$ cat config.mk
export PLATFORM = sky130hd
export DESIGN_NAME = nasti_stream_fifo_flat
export DESIGN_NICKNAME = d
export VERILOG_FILES = /design/src/rtl/nasti_stream_pkg.sv /design/src/rtl/nasti_stream_channel.sv /design/src/rtl/nasti_stream_fifo_mem.sv /design/src/rtl/nasti_stream_fifo.sv /design/src/flat_wrapper.sv
export SDC_FILE = /design/constraint.sdc
export NUM_CORES = 1
export LEC_CHECK = 0
export CAP_MARGIN = 20
export CORE_MARGIN = 4
export CORE_UTILIZATION = 48
export CTS_CLUSTER_DIAMETER = 100
export DETAILED_ROUTE_END_ITERATION = 8
export PLACE_DENSITY = 0.76
export SETUP_SLACK_MARGIN = 0.15
export SYNTH_ARGS = -nofsm -noshare
export SYNTH_HDL_FRONTEND = slang
export SYNTH_SLANG_ARGS = --single-unit
$ cat constraint.sdc
create_clock -name clk -period 1.55 [get_ports clk]
set_clock_uncertainty 0.05 [all_clocks]
set_input_delay 0.31 -clock clk [delete_from_list [all_inputs] [get_ports clk]]
set_output_delay 0.31 -clock clk [all_outputs]
set_load 0.01 [all_outputs]
$ cat src/rtl/nasti_stream_pkg.sv
// nasti_stream_pkg
// Shared helpers for NASTI-Stream buffering blocks. A stored entry is the
// concatenation {data, strb, keep, last, id, dest, user}, with user in the
// least-significant bits. The functions below return the total entry width
// and the bit offset of each field within an entry. Both the pack and the
// unpack logic use them, so the two cannot drift apart.
package nasti_stream_pkg;

  function automatic int entry_width(input int data_w, input int id_w,
                                     input int dest_w, input int user_w);
    return data_w + 2 * (data_w / 8) + 1 + id_w + dest_w + user_w;
  endfunction

  function automatic int off_dest(input int user_w);
    return user_w;
  endfunction

  function automatic int off_id(input int dest_w, input int user_w);
    return dest_w + user_w;
  endfunction

  function automatic int off_last(input int id_w, input int dest_w, input int user_w);
    return id_w + dest_w + user_w;
  endfunction

  function automatic int off_keep(input int id_w, input int dest_w, input int user_w);
    return off_last(id_w, dest_w, user_w) + 1;
  endfunction

  function automatic int off_strb(input int data_w, input int id_w,
                                  input int dest_w, input int user_w);
    return off_keep(id_w, dest_w, user_w) + data_w / 8;
  endfunction

  function automatic int off_data(input int data_w, input int id_w,
                                  input int dest_w, input int user_w);
    return off_strb(data_w, id_w, dest_w, user_w) + data_w / 8;
  endfunction

endpackage

$ cat src/rtl/nasti_stream_channel.sv
// nasti_stream_channel
// One NASTI-Stream channel, carrying a valid/ready handshake plus its payload.
//   master modport : drives t_valid and the payload, samples t_ready
//   slave modport  : samples t_valid and the payload, drives t_ready
interface nasti_stream_channel #(
  parameter int ID_WIDTH   = 1,
  parameter int DEST_WIDTH = 1,
  parameter int USER_WIDTH = 1,
  parameter int DATA_WIDTH = 8
);
  logic                      t_valid;
  logic                      t_ready;
  logic [DATA_WIDTH-1:0]     t_data;
  logic [DATA_WIDTH/8-1:0]   t_strb;
  logic [DATA_WIDTH/8-1:0]   t_keep;
  logic                      t_last;
  logic [ID_WIDTH-1:0]       t_id;
  logic [DEST_WIDTH-1:0]     t_dest;
  logic [USER_WIDTH-1:0]     t_user;

  modport master (
    output t_valid, t_data, t_strb, t_keep, t_last, t_id, t_dest, t_user,
    input  t_ready
  );

  modport slave (
    input  t_valid, t_data, t_strb, t_keep, t_last, t_id, t_dest, t_user,
    output t_ready
  );
endinterface

$ cat src/rtl/nasti_stream_fifo_mem.sv
// nasti_stream_fifo_mem
// DEPTH x EW storage array. It has one synchronous write port and one
// asynchronous read port. The contents are deliberately not reset.
//   clk_i   : clock
//   we_i    : write enable
//   waddr_i : write address
//   wdata_i : write data
//   raddr_i : read address
//   rdata_o : read data (combinational from raddr_i)
module nasti_stream_fifo_mem #(
  parameter int EW    = 8,
  parameter int DEPTH = 4,
  parameter int AW    = $clog2(DEPTH)
) (
  input  logic          clk_i,
  input  logic          we_i,
  input  logic [AW-1:0] waddr_i,
  input  logic [EW-1:0] wdata_i,
  input  logic [AW-1:0] raddr_i,
  output logic [EW-1:0] rdata_o
);

  logic [EW-1:0] mem_q [DEPTH];

  // Write port: store the entry on an accepted beat.
  always_ff @(posedge clk_i) begin
    if (we_i) begin
      mem_q[waddr_i] <= wdata_i;
    end
  end

  assign rdata_o = mem_q[raddr_i];

endmodule

$ cat src/rtl/nasti_stream_fifo.sv
// nasti_stream_fifo
// Synchronous FIFO for a single NASTI-Stream channel. Beats accepted on s are
// re-issued unchanged on m, with every sideband field carried alongside the
// data. The output is fall-through, read straight from storage, but a beat
// accepted at edge N becomes visible on m only after that edge. There is no
// combinational path from s to m.
// Ports:
//   clk   : clock
//   rstn  : asynchronous active-low reset; discards stored beats
//   s     : upstream channel (slave modport)
//   m     : downstream channel (master modport)
//   count : number of stored entries
// Optional macro NASTI_STREAM_FIFO_PACKET_MODE_EN enables store-and-forward.
// In that mode m.t_valid is withheld until a complete packet (one with
// t_last) is stored. A completely full FIFO also releases m.t_valid, so
// packets longer than DEPTH cannot deadlock.
module nasti_stream_fifo
  import nasti_stream_pkg::*;
#(
  parameter int ID_WIDTH   = 1,
  parameter int DEST_WIDTH = 1,
  parameter int USER_WIDTH = 1,
  parameter int DATA_WIDTH = 8,
  parameter int DEPTH      = 4
) (
  input  logic                       clk,
  input  logic                       rstn,
  nasti_stream_channel.slave         s,
  nasti_stream_channel.master        m,
  output logic [$clog2(DEPTH):0]     count
);

  localparam int AW       = $clog2(DEPTH);
  localparam int PW       = AW + 1;
  localparam int SW       = DATA_WIDTH / 8;
  localparam int EW       = entry_width(DATA_WIDTH, ID_WIDTH, DEST_WIDTH, USER_WIDTH);
  localparam int OFF_DEST = off_dest(USER_WIDTH);
  localparam int OFF_ID   = off_id(DEST_WIDTH, USER_WIDTH);
  localparam int OFF_LAST = off_last(ID_WIDTH, DEST_WIDTH, USER_WIDTH);
  localparam int OFF_KEEP = off_keep(ID_WIDTH, DEST_WIDTH, USER_WIDTH);
  localparam int OFF_STRB = off_strb(DATA_WIDTH, ID_WIDTH, DEST_WIDTH, USER_WIDTH);
  localparam int OFF_DATA = off_data(DATA_WIDTH, ID_WIDTH, DEST_WIDTH, USER_WIDTH);

  logic          push_s;
  logic          pop_s;
  logic          full_s;
  logic          empty_s;
  logic [EW-1:0] wr_entry_s;
  logic [EW-1:0] rd_entry_s;

  logic [PW-1:0] wr_ptr_q, wr_ptr_d;
  logic [PW-1:0] rd_ptr_q, rd_ptr_d;
  logic [PW-1:0] count_q, count_d;
  logic          s_ready_q, s_ready_d;
  logic          m_valid_q, m_valid_d;

`ifdef NASTI_STREAM_FIFO_PACKET_MODE_EN
  logic [PW-1:0] pkt_cnt_q, pkt_cnt_d;
`endif

  // Handshakes use the registered ready/valid that are presented on the ports.
  assign push_s = s.t_valid & s_ready_q;
  assign pop_s  = m_valid_q & m.t_ready;

  // Next pointer values; the extra MSB wraps naturally.
  always_comb begin
    wr_ptr_d = wr_ptr_q;
    rd_ptr_d = rd_ptr_q;
    if (push_s) begin
      wr_ptr_d = wr_ptr_q + PW'(1'b1);
    end else begin
      wr_ptr_d = wr_ptr_q;
    end
    if (pop_s) begin
      rd_ptr_d = rd_ptr_q + PW'(1'b1);
    end else begin
      rd_ptr_d = rd_ptr_q;
    end
  end

`ifdef NASTI_STREAM_FIFO_PACKET_MODE_EN
  // Complete-packet counter: +1 on a stored last beat, -1 on a popped last beat.
  always_comb begin
    pkt_cnt_d = pkt_cnt_q;
    case ({push_s & s.t_last, pop_s & m.t_last})
      2'b10:   pkt_cnt_d = pkt_cnt_q + PW'(1'b1);
      2'b01:   pkt_cnt_d = pkt_cnt_q - PW'(1'b1);
      default: pkt_cnt_d = pkt_cnt_q;
    endcase
  end
`endif

  // Flags and outputs are computed from the next pointers, so the registered
  // ports reflect the new occupancy on the edge that changes it.
  always_comb begin
    empty_s   = (wr_ptr_d == rd_ptr_d);
    full_s    = (wr_ptr_d[AW] != rd_ptr_d[AW]) &&
                (wr_ptr_d[AW-1:0] == rd_ptr_d[AW-1:0]);
    count_d   = wr_ptr_d - rd_ptr_d;
    s_ready_d = !full_s;
`ifdef NASTI_STREAM_FIFO_PACKET_MODE_EN
    m_valid_d = !empty_s && ((pkt_cnt_d != {PW{1'b0}}) || full_s);
`else
    m_valid_d = !empty_s;
`endif
  end

  // State registers; reset forces ready low until the first edge after release.
  always_ff @(posedge clk or negedge rstn) begin
    if (!rstn) begin
      wr_ptr_q  <= {PW{1'b0}};
      rd_ptr_q  <= {PW{1'b0}};
      count_q   <= {PW{1'b0}};
      s_ready_q <= 1'b0;
      m_valid_q <= 1'b0;
    end else begin
      wr_ptr_q  <= wr_ptr_d;
      rd_ptr_q  <= rd_ptr_d;
      count_q   <= count_d;
      s_ready_q <= s_ready_d;
      m_valid_q <= m_valid_d;
    end
  end

`ifdef NASTI_STREAM_FIFO_PACKET_MODE_EN
  // Packet counter register.
  always_ff @(posedge clk or negedge rstn) begin
    if (!rstn) begin
      pkt_cnt_q <= {PW{1'b0}};
    end else begin
      pkt_cnt_q <= pkt_cnt_d;
    end
  end
`endif

  assign wr_entry_s = {s.t_data, s.t_strb, s.t_keep, s.t_last,
                       s.t_id, s.t_dest, s.t_user};

  nasti_stream_fifo_mem #(
    .EW    (EW),
    .DEPTH (DEPTH),
    .AW    (AW)
  ) u_mem (
    .clk_i   (clk),
    .we_i    (push_s),
    .waddr_i (wr_ptr_q[AW-1:0]),
    .wdata_i (wr_entry_s),
    .raddr_i (rd_ptr_q[AW-1:0]),
    .rdata_o (rd_entry_s)
  );

  assign m.t_valid = m_valid_q;
  assign m.t_data  = rd_entry_s[OFF_DATA +: DATA_WIDTH];
  assign m.t_strb  = rd_entry_s[OFF_STRB +: SW];
  assign m.t_keep  = rd_entry_s[OFF_KEEP +: SW];
  assign m.t_last  = rd_entry_s[OFF_LAST];
  assign m.t_id    = rd_entry_s[OFF_ID +: ID_WIDTH];
  assign m.t_dest  = rd_entry_s[OFF_DEST +: DEST_WIDTH];
  assign m.t_user  = rd_entry_s[0 +: USER_WIDTH];

  assign s.t_ready = s_ready_q;
  assign count     = count_q;

endmodule

$ cat src/flat_wrapper.sv
// flat-port wrapper written by rule: the top's interface ports become plain ports
module nasti_stream_fifo_flat import nasti_stream_pkg::*;
#(
  parameter int ID_WIDTH   = 1,
  parameter int DEST_WIDTH = 1,
  parameter int USER_WIDTH = 1,
  parameter int DATA_WIDTH = 8,
  parameter int DEPTH      = 4
)
  (clk, rstn, count, s_t_valid, s_t_data, s_t_strb, s_t_keep, s_t_last, s_t_id, s_t_dest, s_t_user, s_t_ready, m_t_valid, m_t_data, m_t_strb, m_t_keep, m_t_last, m_t_id, m_t_dest, m_t_user, m_t_ready);
  nasti_stream_channel #(.ID_WIDTH(ID_WIDTH), .DEST_WIDTH(DEST_WIDTH), .USER_WIDTH(USER_WIDTH), .DATA_WIDTH(DATA_WIDTH)) s_i ();
  nasti_stream_channel #(.ID_WIDTH(ID_WIDTH), .DEST_WIDTH(DEST_WIDTH), .USER_WIDTH(USER_WIDTH), .DATA_WIDTH(DATA_WIDTH)) m_i ();
  input  logic clk;
  input  logic rstn;
  output logic [$clog2(DEPTH):0] count;
  input wire logic [$bits(s_i.t_valid)-1:0] s_t_valid;
  input wire logic [$bits(s_i.t_data)-1:0] s_t_data;
  input wire logic [$bits(s_i.t_strb)-1:0] s_t_strb;
  input wire logic [$bits(s_i.t_keep)-1:0] s_t_keep;
  input wire logic [$bits(s_i.t_last)-1:0] s_t_last;
  input wire logic [$bits(s_i.t_id)-1:0] s_t_id;
  input wire logic [$bits(s_i.t_dest)-1:0] s_t_dest;
  input wire logic [$bits(s_i.t_user)-1:0] s_t_user;
  output wire logic [$bits(s_i.t_ready)-1:0] s_t_ready;
  output wire logic [$bits(m_i.t_valid)-1:0] m_t_valid;
  output wire logic [$bits(m_i.t_data)-1:0] m_t_data;
  output wire logic [$bits(m_i.t_strb)-1:0] m_t_strb;
  output wire logic [$bits(m_i.t_keep)-1:0] m_t_keep;
  output wire logic [$bits(m_i.t_last)-1:0] m_t_last;
  output wire logic [$bits(m_i.t_id)-1:0] m_t_id;
  output wire logic [$bits(m_i.t_dest)-1:0] m_t_dest;
  output wire logic [$bits(m_i.t_user)-1:0] m_t_user;
  input wire logic [$bits(m_i.t_ready)-1:0] m_t_ready;
  assign s_i.t_valid = s_t_valid;
  assign s_i.t_data = s_t_data;
  assign s_i.t_strb = s_t_strb;
  assign s_i.t_keep = s_t_keep;
  assign s_i.t_last = s_t_last;
  assign s_i.t_id = s_t_id;
  assign s_i.t_dest = s_t_dest;
  assign s_i.t_user = s_t_user;
  assign s_t_ready = s_i.t_ready;
  assign m_t_valid = m_i.t_valid;
  assign m_t_data = m_i.t_data;
  assign m_t_strb = m_i.t_strb;
  assign m_t_keep = m_i.t_keep;
  assign m_t_last = m_i.t_last;
  assign m_t_id = m_i.t_id;
  assign m_t_dest = m_i.t_dest;
  assign m_t_user = m_i.t_user;
  assign m_i.t_ready = m_t_ready;
  nasti_stream_fifo #(.ID_WIDTH(ID_WIDTH), .DEST_WIDTH(DEST_WIDTH), .USER_WIDTH(USER_WIDTH), .DATA_WIDTH(DATA_WIDTH), .DEPTH(DEPTH)) u_core (.clk(clk), .rstn(rstn), .s(s_i), .m(m_i), .count(count));
endmodule
# After elaboration in Yosys (flattened, before gate mapping)
# Memories as Yosys holds them, arrays and structs flattened.
# Cells that the tools add are included.
# totals
register_bits,11
ramBits,56
n_memories,1
output_inout_bits,19
inputBits,18
# classes
add_sub_neg,3
muxes,4
bitwise_logic,2
n_reduce_logical,3
n_eq_ne,3
# memory_table
name,words,word_bits,rd,rd_ports_with_merged_regs,write_ports,line,source
u_core.u_mem.mem_q,4,14,1,0,1,nasti_stream_fifo_mem.sv:23,logic [EW-1:0] mem_q [DEPTH];
# op_table
operator,n
$add 3x1->3 const B,2
$mux 3,2
$eq 3x3->1,1
$sub 3x3->3,1
$and 1x1->1,2
$eq 2x2->1,1
$logic_not 1->1,2
$mux 1,2
$logic_and 1x1->1,1
$ne 1x1->1,1

# Longest topological paths before layout
# depth
word_depth,5
mapped_depth,6
mapped_depth_nobuf,6

# Cells and area by module
# Synthesis repeated with hierarchy kept, for this count alone.
# hier_totals
hier_cells,115
area_unflattened_um2,2581.2
# by_module_without_submodules
mod,area_per_inst_um2,cells_each,instances
nasti_stream_fifo_mem,2079.5,77,1
nasti_stream_fifo,501.7,38,1

# Worst setup path before layout
# Ideal clock, no wire load.
# synth_timing
path_type,register -> register
start,reg u_core.rd_ptr_q[1]
end,"reg u_core.count_q[2], in the netlist u_core.count[2]"
stages_incl_launch_ff,6
t_required_ns,1.377
arrival_ns,1.502
setup_ns,0.123
path_slack_ns,-0.125
cell_sequence,dfrtp_1 -> ha_1 -> mux2i_1 -> inv_1 -> fa_1 -> xnor2_1
# synth_via
elab_chain_len,3
# synth_rtl
element,line,source
start: declaration,nasti_stream_fifo.sv:52,"logic [PW-1:0] rd_ptr_q, rd_ptr_d;"
start signal: assignment,nasti_stream_fifo.sv:112,rd_ptr_q <= {PW{1'b0}};
start signal: assignment,nasti_stream_fifo.sv:118,rd_ptr_q <= rd_ptr_d;
$add 3x1->3,nasti_stream_fifo.sv:75,rd_ptr_d = rd_ptr_q + PW'(1'b1);
$mux 3 (*),nasti_stream_fifo.sv:74,if (pop_s) begin
via u_core.rd_ptr_d[1],nasti_stream_fifo.sv:52,
$sub 3x3->3 (*),nasti_stream_fifo.sv:99,count_d = wr_ptr_d - rd_ptr_d;
via u_core.count_d[2],nasti_stream_fifo.sv:53,"logic [PW-1:0] count_q, count_d;"
end signal: assignment,nasti_stream_fifo.sv:113,count_q <= {PW{1'b0}};
end signal: assignment,nasti_stream_fifo.sv:119,count_q <= count_d;
end: declaration,nasti_stream_fifo.sv:53,
# Mark *: on every way through the listed nets, which the timed path passes. The rest lies on a longest branch.

# Worst setup path in the final report
# layout_timing
start,reg u_core.rd_ptr_q[0]
end,"reg u_core.count_q[1], in the netlist u_core.count[1]"
# layout_via
elab_chain_len,3
# layout_rtl
element,line
$add 3x1->3,nasti_stream_fifo.sv:75
$mux 3,nasti_stream_fifo.sv:74
via u_core.rd_ptr_d[1],nasti_stream_fifo.sv:52
$sub 3x3->3,nasti_stream_fifo.sv:99
via u_core.count_d[1],nasti_stream_fifo.sv:53
# The timed path passes the listed nets, and every way through them passes these cells.

==> summary.md <==
| Metric | Value |
|---|---|
| Status | `finished with violations` |
| Violations in the final reports | `setup timing` |
| Global router's overall resource usage | `0.1664` |
| Clock latency on the worst-skew pair | `0.33 ns` |
| Fin crit share | `1.293` |
| DIE HEIGHT | `81.95 microns` |
| Fin. Hold Viols | `0` |
| Die Area | `0.006716 sq mm` |
| Clock Path Buffers | `2` |
| CP max stage cell | `fa_2` |
| Nets | `219` |
| Placed Area | `0.003232 sq mm` |
| Synth Register Bits | `67` |
| # diodes | `0` |
| HPWL Detailed | `3.080 mm` |
| DR vias | `about 1400` |
| Slew margin rel. | `0.6750` |
| CTS H-tree depth | `3` |
| Layout area overhead | `43.76%` |
| Post-synthesis mux area share | `0.1420` |
| Max Fclk | `499.0 MHz` |
| Post-route insts no fill | `~270` |
| Vias in the first global route | `1483` |
| Hold bufs inserted after CTS | `0` |
| Post-synthesis compound-gate area fraction | `0` |
| CTS root buffer | `clkbuf_8` |
| Delay-heaviest family, CP | `adder cells` |
| Share of layout cells above drive strength 1 | `0.4848` |
| Final setup vio count | `18` |
| Syn Inst Count | `118` |
| Leakage power | `approximately 1.4 nW` |
| CP peak stage delay | `0.52 ns` |
| Pins over their slew limit | `0` |
| Worst slew pin tran | `0.4860 ns` |
| Final Cell Area | `about 0.0038 sq mm` |
| Top FF cell, synth | `edfxtp_1` |
| CTS Sinks | `67` |
| Crit path buf inv count | `5` |
| CP required | `approximately 1.7 ns` |
| Die width | `81.95 microns` |
| Hold Crit Class | `in2async` |
| Critical Path Fanout Max | `2` |
| Total power draw | `7.757 mW` |
| Crit start category | `register` |
| Post-synth ARST share | `0.1642` |
| Post-synth cell types | `18` |
| Num CTS Buffers | `9` |
| Met3 usage | `0.04825` |
| Largest family of logic cells by synthesized area | `multiplexers` |
| Initial DRT Pass Iterations | `4` |
| First-pass GRT wire length | `between 7 and 8 mm` |
| Busiest grt layer | `met2` |
| Crit end category | `register` |
| Starting Density | `0.5043` |
| Row cnt | `26` |
| DRT iter0 DRCs | `between 90 and 100` |
| I/O Pins | `37` |
| Peak VDD IR | `approximately 0.0014 V` |
| Post-synthesis simple-gate area fraction | `0.02240` |
| Cells after DPL | `241` |
| Unrepaired setup endpoints after global routing | `yes` |
| Worst hold margin | `0.2488 ns` |
| Post-synthesis sequential area ratio | `0.7455` |
| Largest net degree at the start of global routing | `15` |
| Post-route DRC violation count | `0` |
| Met1 usage | `0.1955` |
| Worst Path Arrival | `2.18 ns` |
| WL per Instance | `19.46 microns` |
| Initial antenna violation count | `0` |
| GR Overflow Total | `0` |
| Max_cap viols | `0` |
| CTS clk-pin slew, worst paths | `0.07 ns` |
| Crit path top cell by count | `buf_4` |
| Mean Syn Cell Area | `roughly 22 sq um` |
| Synth Area in Adders | `0.04099` |
| Final ANT Viol Nets | `0` |
| Gpl congestion | `0.8552` |
| Setup Crit Path Kind | `reg2reg` |
| Xor/xnor share of the synthesized area | `0.02574` |
| Post-synth EDFFs | `56` |
| Vias per Instance | `5.104` |
| Critical-path cell list | `buf_4, buf_4, buf_6, ha_4, mux2i_4, inv_2, fa_2, inv_1` |
| Setup TNS | `-7.104 ns` |
| YS warnings | `0` |
| Fin crit period | `between 2 and 2.5 ns` |
| Syn_nets | `144` |
| Synthesized area | `0.002625 sq mm` |
| Core ar. | `~0.0052 sq mm` |
| Global routing usage on met2 | `0.2876` |
| TritonCTS clock tree | `done` |
| I/O Buffers | `36` |
| Power Density | `between 2000 and 2500 mW/mm^2` |
| Overall routed net length | `5.215 mm` |
| PnR worst setup slack | `-0.4542 ns` |
==> area by class of cell <==
cell class / instances / area (sq um)
clock buffer: 11 / 131.4
clock inverter: 5 / 77.57
fill: 317 / 1431
inverter: 9 / 33.78
timing repair buffer: 67 / 752.0
multi-input combinational: 39 / 734.5
tap: 70 / 87.58
sequential: 67 / 1957
==> state kept, by name, summed over array words and instances, names as in the netlist <==
| register | flops |
|---|---|
| u_core.s.t_ready | 1 |
| u_core.count | 3 |
| u_core.u_mem.mem_q | 56 |
| u_core.rd_ptr_q | 3 |
| u_core.m.t_valid | 1 |
| u_core.wr_ptr_q | 3 |
==> where the power goes <==
part / switching [mW] / leakage, nW / internal [mW]
clock network: 0.639 / 0.105 / 0.902
logic: 1.51 / 0.644 / 2.09
registers: 0.196 / 0.637 / 2.41
==> synthesized netlist by cell type (2+ instances only) <==
library cell / number / share of area
nand3_1: 2 / 0.0038
edfxtp_1: 56 / 0.64
xnor2_2: 2 / 0.012
dfrtp_1: 11 / 0.10
and3_2: 3 / 0.0086
ha_1: 7 / 0.033
inv_1: 9 / 0.013
nand2_1: 2 / 0.0029
xnor2_1: 3 / 0.010
buf_6: 2 / 0.0086
mux4_2: 4 / 0.034
mux2i_1: 2 / 0.0076
mux4_1: 10 / 0.10
==> through the flow <==
stage	setup WS (ns)	util
final	-0.4542	0.7250
after CTS	-0.4513	0.6877
after global placement	-0.4228	0.6209
after floorplan	-0.1191	-
after global routing	-0.5143	0.7250
after detailed placement	-0.5164	0.6209
==> worst reg2reg max path, stage by stage (launching register included) <==
cell     delay (ns)
dfrtp_1        0.39
buf_4          0.15
buf_4          0.13
buf_6          0.13
ha_4           0.24
mux2i_4        0.18
inv_2          0.07
fa_2           0.52
inv_1          0.04
==> cell families after synthesis <==
kind of cell             Yosys count
flip-flops                        67
multiplexers                      16
XOR/XNOR                           6
AND/OR/NAND/NOR                    9
buffers and inverters             12
adder cells (fa/ha/maj)            8
==> metal layers <==
metal  share of wire  vias to the layer above  routed length [microns]
met5               0                        -                        0
met4           0.010                        0                       52
met3           0.051                        5                      264
met2            0.54                       44                     2824
met1            0.40                      705                     2075
li1                -                      614                        -
==> final timing paths <==
path | to | cells past startpoint | from | slack (ns)
max reg2reg | u_core.count[1] | 8 | u_core.rd_ptr_q[0] | -0.45
min | u_core.m.t_valid | 1 | rstn | 0.25
min in group clk | u_core.wr_ptr_q[0] | 1 | u_core.wr_ptr_q[0] | 0.55
max in group asynchronous | u_core.wr_ptr_q[1] | 1 | rstn | 0.86
max | u_core.count[1] | 8 | u_core.rd_ptr_q[0] | -0.45
min reg2reg | u_core.wr_ptr_q[0] | 1 | u_core.wr_ptr_q[0] | 0.55
==> cells in the final DEF (no fill, tap or decap), types with 3 or more instances in the layout <==
cell type / count
and3_4: 3
buf_12: 6
buf_2: 7
buf_4: 8
buf_6: 23
clkbuf_8: 9
clkdlybuf4s50_1: 17
dfrtp_1: 11
edfxtp_1: 56
ha_4: 6
inv_1: 6
inv_2: 3
mux4_2: 14
==> timing repair <==
item	CTS	global route
endpoints found under the setup margin	44	67
setup buffers	6	2
cloned	2	1
gates resized for setup	96	29
pin swaps	3	3
No activity file was read; power rests on OpenSTA's default activity.
